$ cat src/rtl/keypad_entry.sv
// 4x4 keypad scanner with debounce, BCD M:SS entry and a write/ack handoff
// of the committed cook time (seconds) plus start/stop controls for the timer.
module keypad_entry #(
  parameter int unsigned SCAN_DIV = 5000,
  parameter int unsigned DEBOUNCE = 50000
) (
  input  logic        clk,
  input  logic        reset_n,
  input  logic [3:0]  col,
  output logic [3:0]  row,
  input  logic        write_ack,
  output logic        write,
  output logic [9:0]  Time,
  output logic        start,
  output logic        stop,
  output logic [11:0] entry
);

  localparam int unsigned DIV_W = (SCAN_DIV > 1) ? $clog2(SCAN_DIV) : 1;
  localparam int unsigned DEB_W = (DEBOUNCE > 1) ? $clog2(DEBOUNCE) : 1;

  localparam logic [3:0] K_A    = 4'd10;
  localparam logic [3:0] K_B    = 4'd11;
  localparam logic [3:0] K_C    = 4'd12;
  localparam logic [3:0] K_D    = 4'd13;
  localparam logic [3:0] K_STAR = 4'd14;
  localparam logic [3:0] K_HASH = 4'd15;

  typedef enum logic [1:0] {SCAN, DEB, WAIT_REL} scan_state_e;
  typedef enum logic       {HS_IDLE, HS_WRITE} hs_state_e;

  scan_state_e scan_q, scan_d;
  hs_state_e   hs_q, hs_d;

  logic [3:0]       col_m_q, cols_q;
  logic [3:0]       row_q, row_d;
  logic [DIV_W-1:0] div_q, div_d;
  logic [DEB_W-1:0] deb_q, deb_d;
  logic [3:0]       col_lat_q, col_lat_d;
  logic [1:0]       key_row_q, key_row_d;
  logic [1:0]       key_col_q, key_col_d;
  logic             evt_q, evt_d;

  logic        write_q, write_d;
  logic [9:0]  time_q, time_d;
  logic        start_q, start_d;
  logic        stop_q, stop_d;
  logic [11:0] entry_q, entry_d;

  logic [1:0]  row_enc_c;
  logic [1:0]  col_enc_c;
  logic [3:0]  key_code_c;
  logic [3:0]  row_rot_c;

  // Two-flop synchronizer for the asynchronous column inputs
  always_ff @(posedge clk or negedge reset_n) begin
    if (!reset_n) begin
      col_m_q <= 4'hF;
      cols_q  <= 4'hF;
    end else begin
      col_m_q <= col;
      cols_q  <= col_m_q;
    end
  end

  always_comb begin
    row_rot_c = {row_q[2:0], row_q[3]};
    case (row_q)
      4'b1110: row_enc_c = 2'd0;
      4'b1101: row_enc_c = 2'd1;
      4'b1011: row_enc_c = 2'd2;
      default: row_enc_c = 2'd3;
    endcase
    // Lowest-index low column wins
    col_enc_c = 2'd3;
    if (!cols_q[2]) col_enc_c = 2'd2;
    if (!cols_q[1]) col_enc_c = 2'd1;
    if (!cols_q[0]) col_enc_c = 2'd0;
  end

  always_comb begin
    case ({key_row_q, key_col_q})
      4'h0:    key_code_c = 4'd1;
      4'h1:    key_code_c = 4'd2;
      4'h2:    key_code_c = 4'd3;
      4'h3:    key_code_c = K_A;
      4'h4:    key_code_c = 4'd4;
      4'h5:    key_code_c = 4'd5;
      4'h6:    key_code_c = 4'd6;
      4'h7:    key_code_c = K_B;
      4'h8:    key_code_c = 4'd7;
      4'h9:    key_code_c = 4'd8;
      4'hA:    key_code_c = 4'd9;
      4'hB:    key_code_c = K_C;
      4'hC:    key_code_c = K_STAR;
      4'hD:    key_code_c = 4'd0;
      4'hE:    key_code_c = K_HASH;
      default: key_code_c = K_D;
    endcase
  end

  always_ff @(posedge clk or negedge reset_n) begin
    if (!reset_n) begin
      scan_q    <= SCAN;
      row_q     <= 4'b1110;
      div_q     <= '0;
      deb_q     <= '0;
      col_lat_q <= 4'hF;
      key_row_q <= 2'd0;
      key_col_q <= 2'd0;
      evt_q     <= 1'b0;
    end else begin
      scan_q    <= scan_d;
      row_q     <= row_d;
      div_q     <= div_d;
      deb_q     <= deb_d;
      col_lat_q <= col_lat_d;
      key_row_q <= key_row_d;
      key_col_q <= key_col_d;
      evt_q     <= evt_d;
    end
  end

  // Scan / debounce / release FSM; emits one event per physical press
  always_comb begin
    scan_d    = scan_q;
    row_d     = row_q;
    div_d     = div_q;
    deb_d     = deb_q;
    col_lat_d = col_lat_q;
    key_row_d = key_row_q;
    key_col_d = key_col_q;
    evt_d     = 1'b0;
    case (scan_q)
      SCAN: begin
        if (div_q == DIV_W'(SCAN_DIV - 1)) begin
          div_d = '0;
          if (cols_q != 4'hF) begin
            col_lat_d = cols_q;
            key_row_d = row_enc_c;
            key_col_d = col_enc_c;
            deb_d     = '0;
            scan_d    = DEB;
          end else begin
            row_d = row_rot_c;
          end
        end else begin
          div_d = div_q + DIV_W'(1);
        end
      end
      DEB: begin
        if (cols_q == col_lat_q) begin
          if (deb_q == DEB_W'(DEBOUNCE - 1)) begin
            evt_d  = 1'b1;
            deb_d  = '0;
            scan_d = WAIT_REL;
          end else begin
            deb_d = deb_q + DEB_W'(1);
          end
        end else begin
          scan_d = SCAN;
          row_d  = row_rot_c;
          div_d  = '0;
        end
      end
      WAIT_REL: begin
        if (cols_q == 4'hF) begin
          if (deb_q == DEB_W'(DEBOUNCE - 1)) begin
            deb_d  = '0;
            div_d  = '0;
            row_d  = row_rot_c;
            scan_d = SCAN;
          end else begin
            deb_d = deb_q + DEB_W'(1);
          end
        end else begin
          deb_d = '0;
        end
      end
      default: scan_d = SCAN;
    endcase
  end

  always_ff @(posedge clk or negedge reset_n) begin
    if (!reset_n) begin
      hs_q    <= HS_IDLE;
      write_q <= 1'b0;
      time_q  <= 10'd0;
      start_q <= 1'b0;
      stop_q  <= 1'b0;
      entry_q <= 12'd0;
    end else begin
      hs_q    <= hs_d;
      write_q <= write_d;
      time_q  <= time_d;
      start_q <= start_d;
      stop_q  <= stop_d;
      entry_q <= entry_d;
    end
  end

  // Key actions and write/ack handshake; Time only changes on a valid enter
  always_comb begin
    hs_d    = hs_q;
    time_d  = time_q;
    start_d = start_q;
    stop_d  = 1'b0;
    entry_d = entry_q;
    if (hs_q == HS_WRITE && write_ack) begin
      hs_d = HS_IDLE;
    end
    if (evt_q) begin
      if (key_code_c <= 4'd9) begin
        entry_d = {entry_q[7:0], key_code_c};
      end else begin
        case (key_code_c)
          K_C, K_STAR: entry_d = 12'd0;
          K_HASH: begin
            if (hs_q == HS_IDLE) begin
              if (entry_q[7:4] > 4'd5) begin
                entry_d = 12'd0;
              end else begin
                time_d  = 10'(entry_q[11:8]) * 10'd60
                        + 10'(entry_q[7:4]) * 10'd10
                        + 10'(entry_q[3:0]);
                start_d = 1'b0;
                hs_d    = HS_WRITE;
              end
            end
          end
          K_A: begin
            if (time_q != 10'd0 && hs_q == HS_IDLE) start_d = 1'b1;
          end
          K_B: begin
            start_d = 1'b0;
            stop_d  = 1'b1;
          end
          default: ;
        endcase
      end
    end
    write_d = (hs_d == HS_WRITE);
  end

  assign row   = row_q;
  assign write = write_q;
  assign Time  = time_q;
  assign start = start_q;
  assign stop  = stop_q;
  assign entry = entry_q;

endmodule
$ cat config.mk
export PLATFORM = sky130hd
export DESIGN_NAME = keypad_entry
export DESIGN_NICKNAME = d
export VERILOG_FILES = /design/src/rtl/keypad_entry.sv
export SDC_FILE = /design/constraint.sdc
export NUM_CORES = 1
export LEC_CHECK = 0
export ABC_AREA = 1
export BUFFER_PORTS_ARGS = -buffer_cell sky130_fd_sc_hd__buf_2
export CAP_MARGIN = 20
export CORE_MARGIN = 1
export CORE_UTILIZATION = 55
export DETAILED_ROUTE_END_ITERATION = 10
export GPL_ROUTABILITY_DRIVEN = 0
export PLACE_DENSITY = 0.74
export SYNTH_ARGS = -nofsm -noshare
export SYNTH_HDL_FRONTEND = slang
export SYNTH_SLANG_ARGS = --single-unit
$ cat constraint.sdc
create_clock -name clk -period 5.7 [get_ports clk]
set_input_delay 0.285 -clock clk [delete_from_list [all_inputs] [get_ports clk]]
set_output_delay 0.285 -clock clk [all_outputs]
set_load 0.02 [all_outputs]
==> flow_metrics.tcl <==
set metrics [dict create \
    syn-instance-count 718 \
    io_pins 36 \
    grt_pass1_wl_um 19700 \
    irDropWorstVdd_v 0.0000983 \
    first_iter_violations 189 \
    placed_area_mm2 0.00556 \
    power.total_mw 1.03 \
    hold_slack_ns 0.0168 \
    cts_tree "done" \
    initial_core_util 0.571 \
    synth_nets 771 \
    first_pass_iters 5 \
    max_freq_mhz 260 \
    die_h_um 100 \
    synthTopCellsByCount "nand2_1 (215), inv_1 (97), nand3_1 (66), dfrtp_1 (62), nor2_1 (58)" \
    min_period_over_period 0.675 \
    dp_hpwl_um 8500 \
    critPathArrivalTime_ns 4.09 \
    syn_area_mm2 0.00530 \
    clk_path_buf_depth 2 \
    post_cts_resized 0 \
    wl_um 11500 \
    clock_latency_ns 0.37 \
    viasPerCell 5.29 \
    finClkSkew_ns 0.0152 \
    grt_pass1_vias 4385 \
    core_area_mm2 0.00928 \
    post_drt_wl_per_cell_um 12.9 \
    slew_headroom 0.369 \
    outcome "completed" \
    die_x_um 100 \
    vias 4707 \
    cts.sinks 77 \
    min_path_type "input port to flip-flop" \
    critPathLaunchType "flip-flop" \
    antenna_cells 0 \
    fin_crit_ns 3.85 \
    crit_type "flip-flop to flip-flop" \
    setup_viol 0 \
    yosysMostFrequentCell "nand2_1" \
    path_clk_slew_ns 0.09 \
    drive_above_1_share 0.128 \
    holdPathStages 1 \
    p_leak_nw 3.11 \
    cts_root_buffer "clkbuf_8" \
    synth_top_cell_area_share 0.293 \
    synthArstFlopShare 1.00 \
    synth.avg_cell_area_um2 7.38 \
    hp-start "col[2]" \
    synth_edf_count 0 \
    ant_nets 0 \
    htreeDepth 3 \
    final_cells 889 \
    grt_max_degree 78 \
    regToRegStartpoint "entry[10]$_DFFE_PN0P_" \
    path_max_fanout 6 \
    power_density_mw_per_mm2 177 \
    cp-end-kind "flip-flop" \
    drv_cap 0 \
    grt.overflow.total 0 \
    placed_cells 870 \
    rsz0062_at_grt "false" \
    required_ns 5.94 \
    area_growth_pct 9.59 \
    hold_viol_final 0 \
    worst_pin_slew_ns 0.946 \
    fin_area_mm2 0.00581 \
    fin_nets 808 \
    yosysSeqAreaShare 0.367 \
    port_buffers 35 \
    drcViolationCount 0 \
    synth_warnings 0 \
    post-cts-setup-buffer-count 0 \
    ys_types 37 \
    ys.flop_type "dfrtp_1" \
    synth_top_area_cell "dfrtp_1" \
    track_usage 0.246 \
    startpoint "entry[10]$_DFFE_PN0P_" \
    ys_top_cells_by_area "dfrtp_1 (29%), nand2_1 (15%), ha_1 (8.7%), dfstp_2 (7.4%), inv_1 (6.9%)" \
    ys_ff_latch 77 \
    slew_viol_final 0 \
    cts_inserted_buffers 9 \
    antenna_found_initial 0 \
    setup_tns_ns 0 \
    rr_worst_depth 18 \
    core.rowCount 35 \
    dieArea_mm2 0.0100 \
]
[critical path, cell delays in order, from the launching register on]
cell,delay [ns]
dfrtp_1,0.45
inv_1,0.16
fa_1,0.48
fa_1,0.53
inv_1,0.07
ha_1,0.21
a21o_1,0.16
a31oi_1,0.18
xor2_1,0.16
inv_1,0.06
ha_1,0.29
ha_1,0.37
nand3_1,0.11
nand2_1,0.05
a21oi_1,0.14
nand3b_1,0.13
nand2_1,0.05
nand2_1,0.05
o21ai_0,0.08
[path summary, 6_finish.rpt]
| check | to | slack [ns] |
|---|---|---|
| max in group asynchronous | entry[10]$_DFFE_PN0P_ | 5.03 |
| min reg2reg | cols_q[3]$_DFF_PN1_ | 0.36 |
| min in group asynchronous | Time[8]$_DFFE_PN0P_ | 0.07 |
| max reg2reg | Time[9]$_DFFE_PN0P_ | 1.85 |
| min | col_m_q[2]$_DFF_PN1_ | 0.02 |
| max | Time[9]$_DFFE_PN0P_ | 1.85 |
[state kept, by name (all words and copies together), names as in the netlist]
name       flops
Time          10
row            4
scan_q         2
deb_q         16
col_m_q        4
key_col_q      2
evt_q          1
entry         12
start          1
key_row_q      2
write          1
div_q         13
col_lat_q      4
cols_q         4
stop           1
[placed cells by master, fill, tap and decap left out, types with 2 or more instances in the layout]
master	count
nand3_1	66
xnor2_1	4
nor2_1	58
o21ai_2	6
a31oi_1	3
nand2_1	215
xor2_1	11
fa_1	9
buf_2	34
dfrtp_1	62
clkbuf_8	9
o21ai_1	17
nor3_1	13
dlygate4sd3_1	3
nand2_2	8
o21ai_0	26
inv_6	3
nand3b_1	3
clkbuf_16	2
inv_2	9
nand4_1	19
ha_1	37
a21oi_1	12
inv_1	97
nor2_4	3
dfstp_2	15
a21o_1	2
[final cells by class]
cell class,count,area [µm²]
sequential,77,1950
inverter,106,398
clock inverter,5,45.0
tap,129,161
timing repair buffer,38,208
fill,836,3480
clock buffer,11,174
multi-input combinational,523,2870
[kinds of logic (layout without fill, tap and decap cells)]
group,after synthesis,after routing,share of synthesized area
AND/OR/NAND/NOR,394,394,0.325
buffers and inverters,118,160,0.0902
flip-flops,77,77,0.367
AO/OA/AOI/OAI,68,68,0.0709
adder cells (fa/ha/maj),46,46,0.121
XOR/XNOR,15,15,0.0248
[metrics by stage]
stage          setup slack [ns]  utilization
2_1_floorplan              2.00            -
3_3_place_gp               2.01        0.599
3_5_place_dp               1.87        0.599
4_1_cts                    1.85        0.623
5_1_grt                    1.53        0.625
6_report                   1.85        0.625
[per-layer routing]
metal  global-route usage  share of wire  wire [µm]  vias up
met5                    0              0          0        -
met4               0.0758          0.011        130        0
met3               0.0418          0.038        436       16
met2                0.423           0.48       5550      127
met1                0.317           0.47       5370     2202
li1                     -              -          -     2362
[power breakdown]
group	leakage (nW)	switching, mW	internal, mW
logic	1.99	0.0146	0.00451
registers	1.01	0.00204	0.551
clock network	0.109	0.233	0.219
total	3.11	0.250	0.775
[repair_timing]
| item | 4_1_cts | 5_1_grt |
|---|---|---|
| setup endpoints to repair | 0 | 0 |
| hold buffers | 1 | 2 |
| hold endpoints to repair | 1 | 2 |
(Power assumes the default switching activity.)
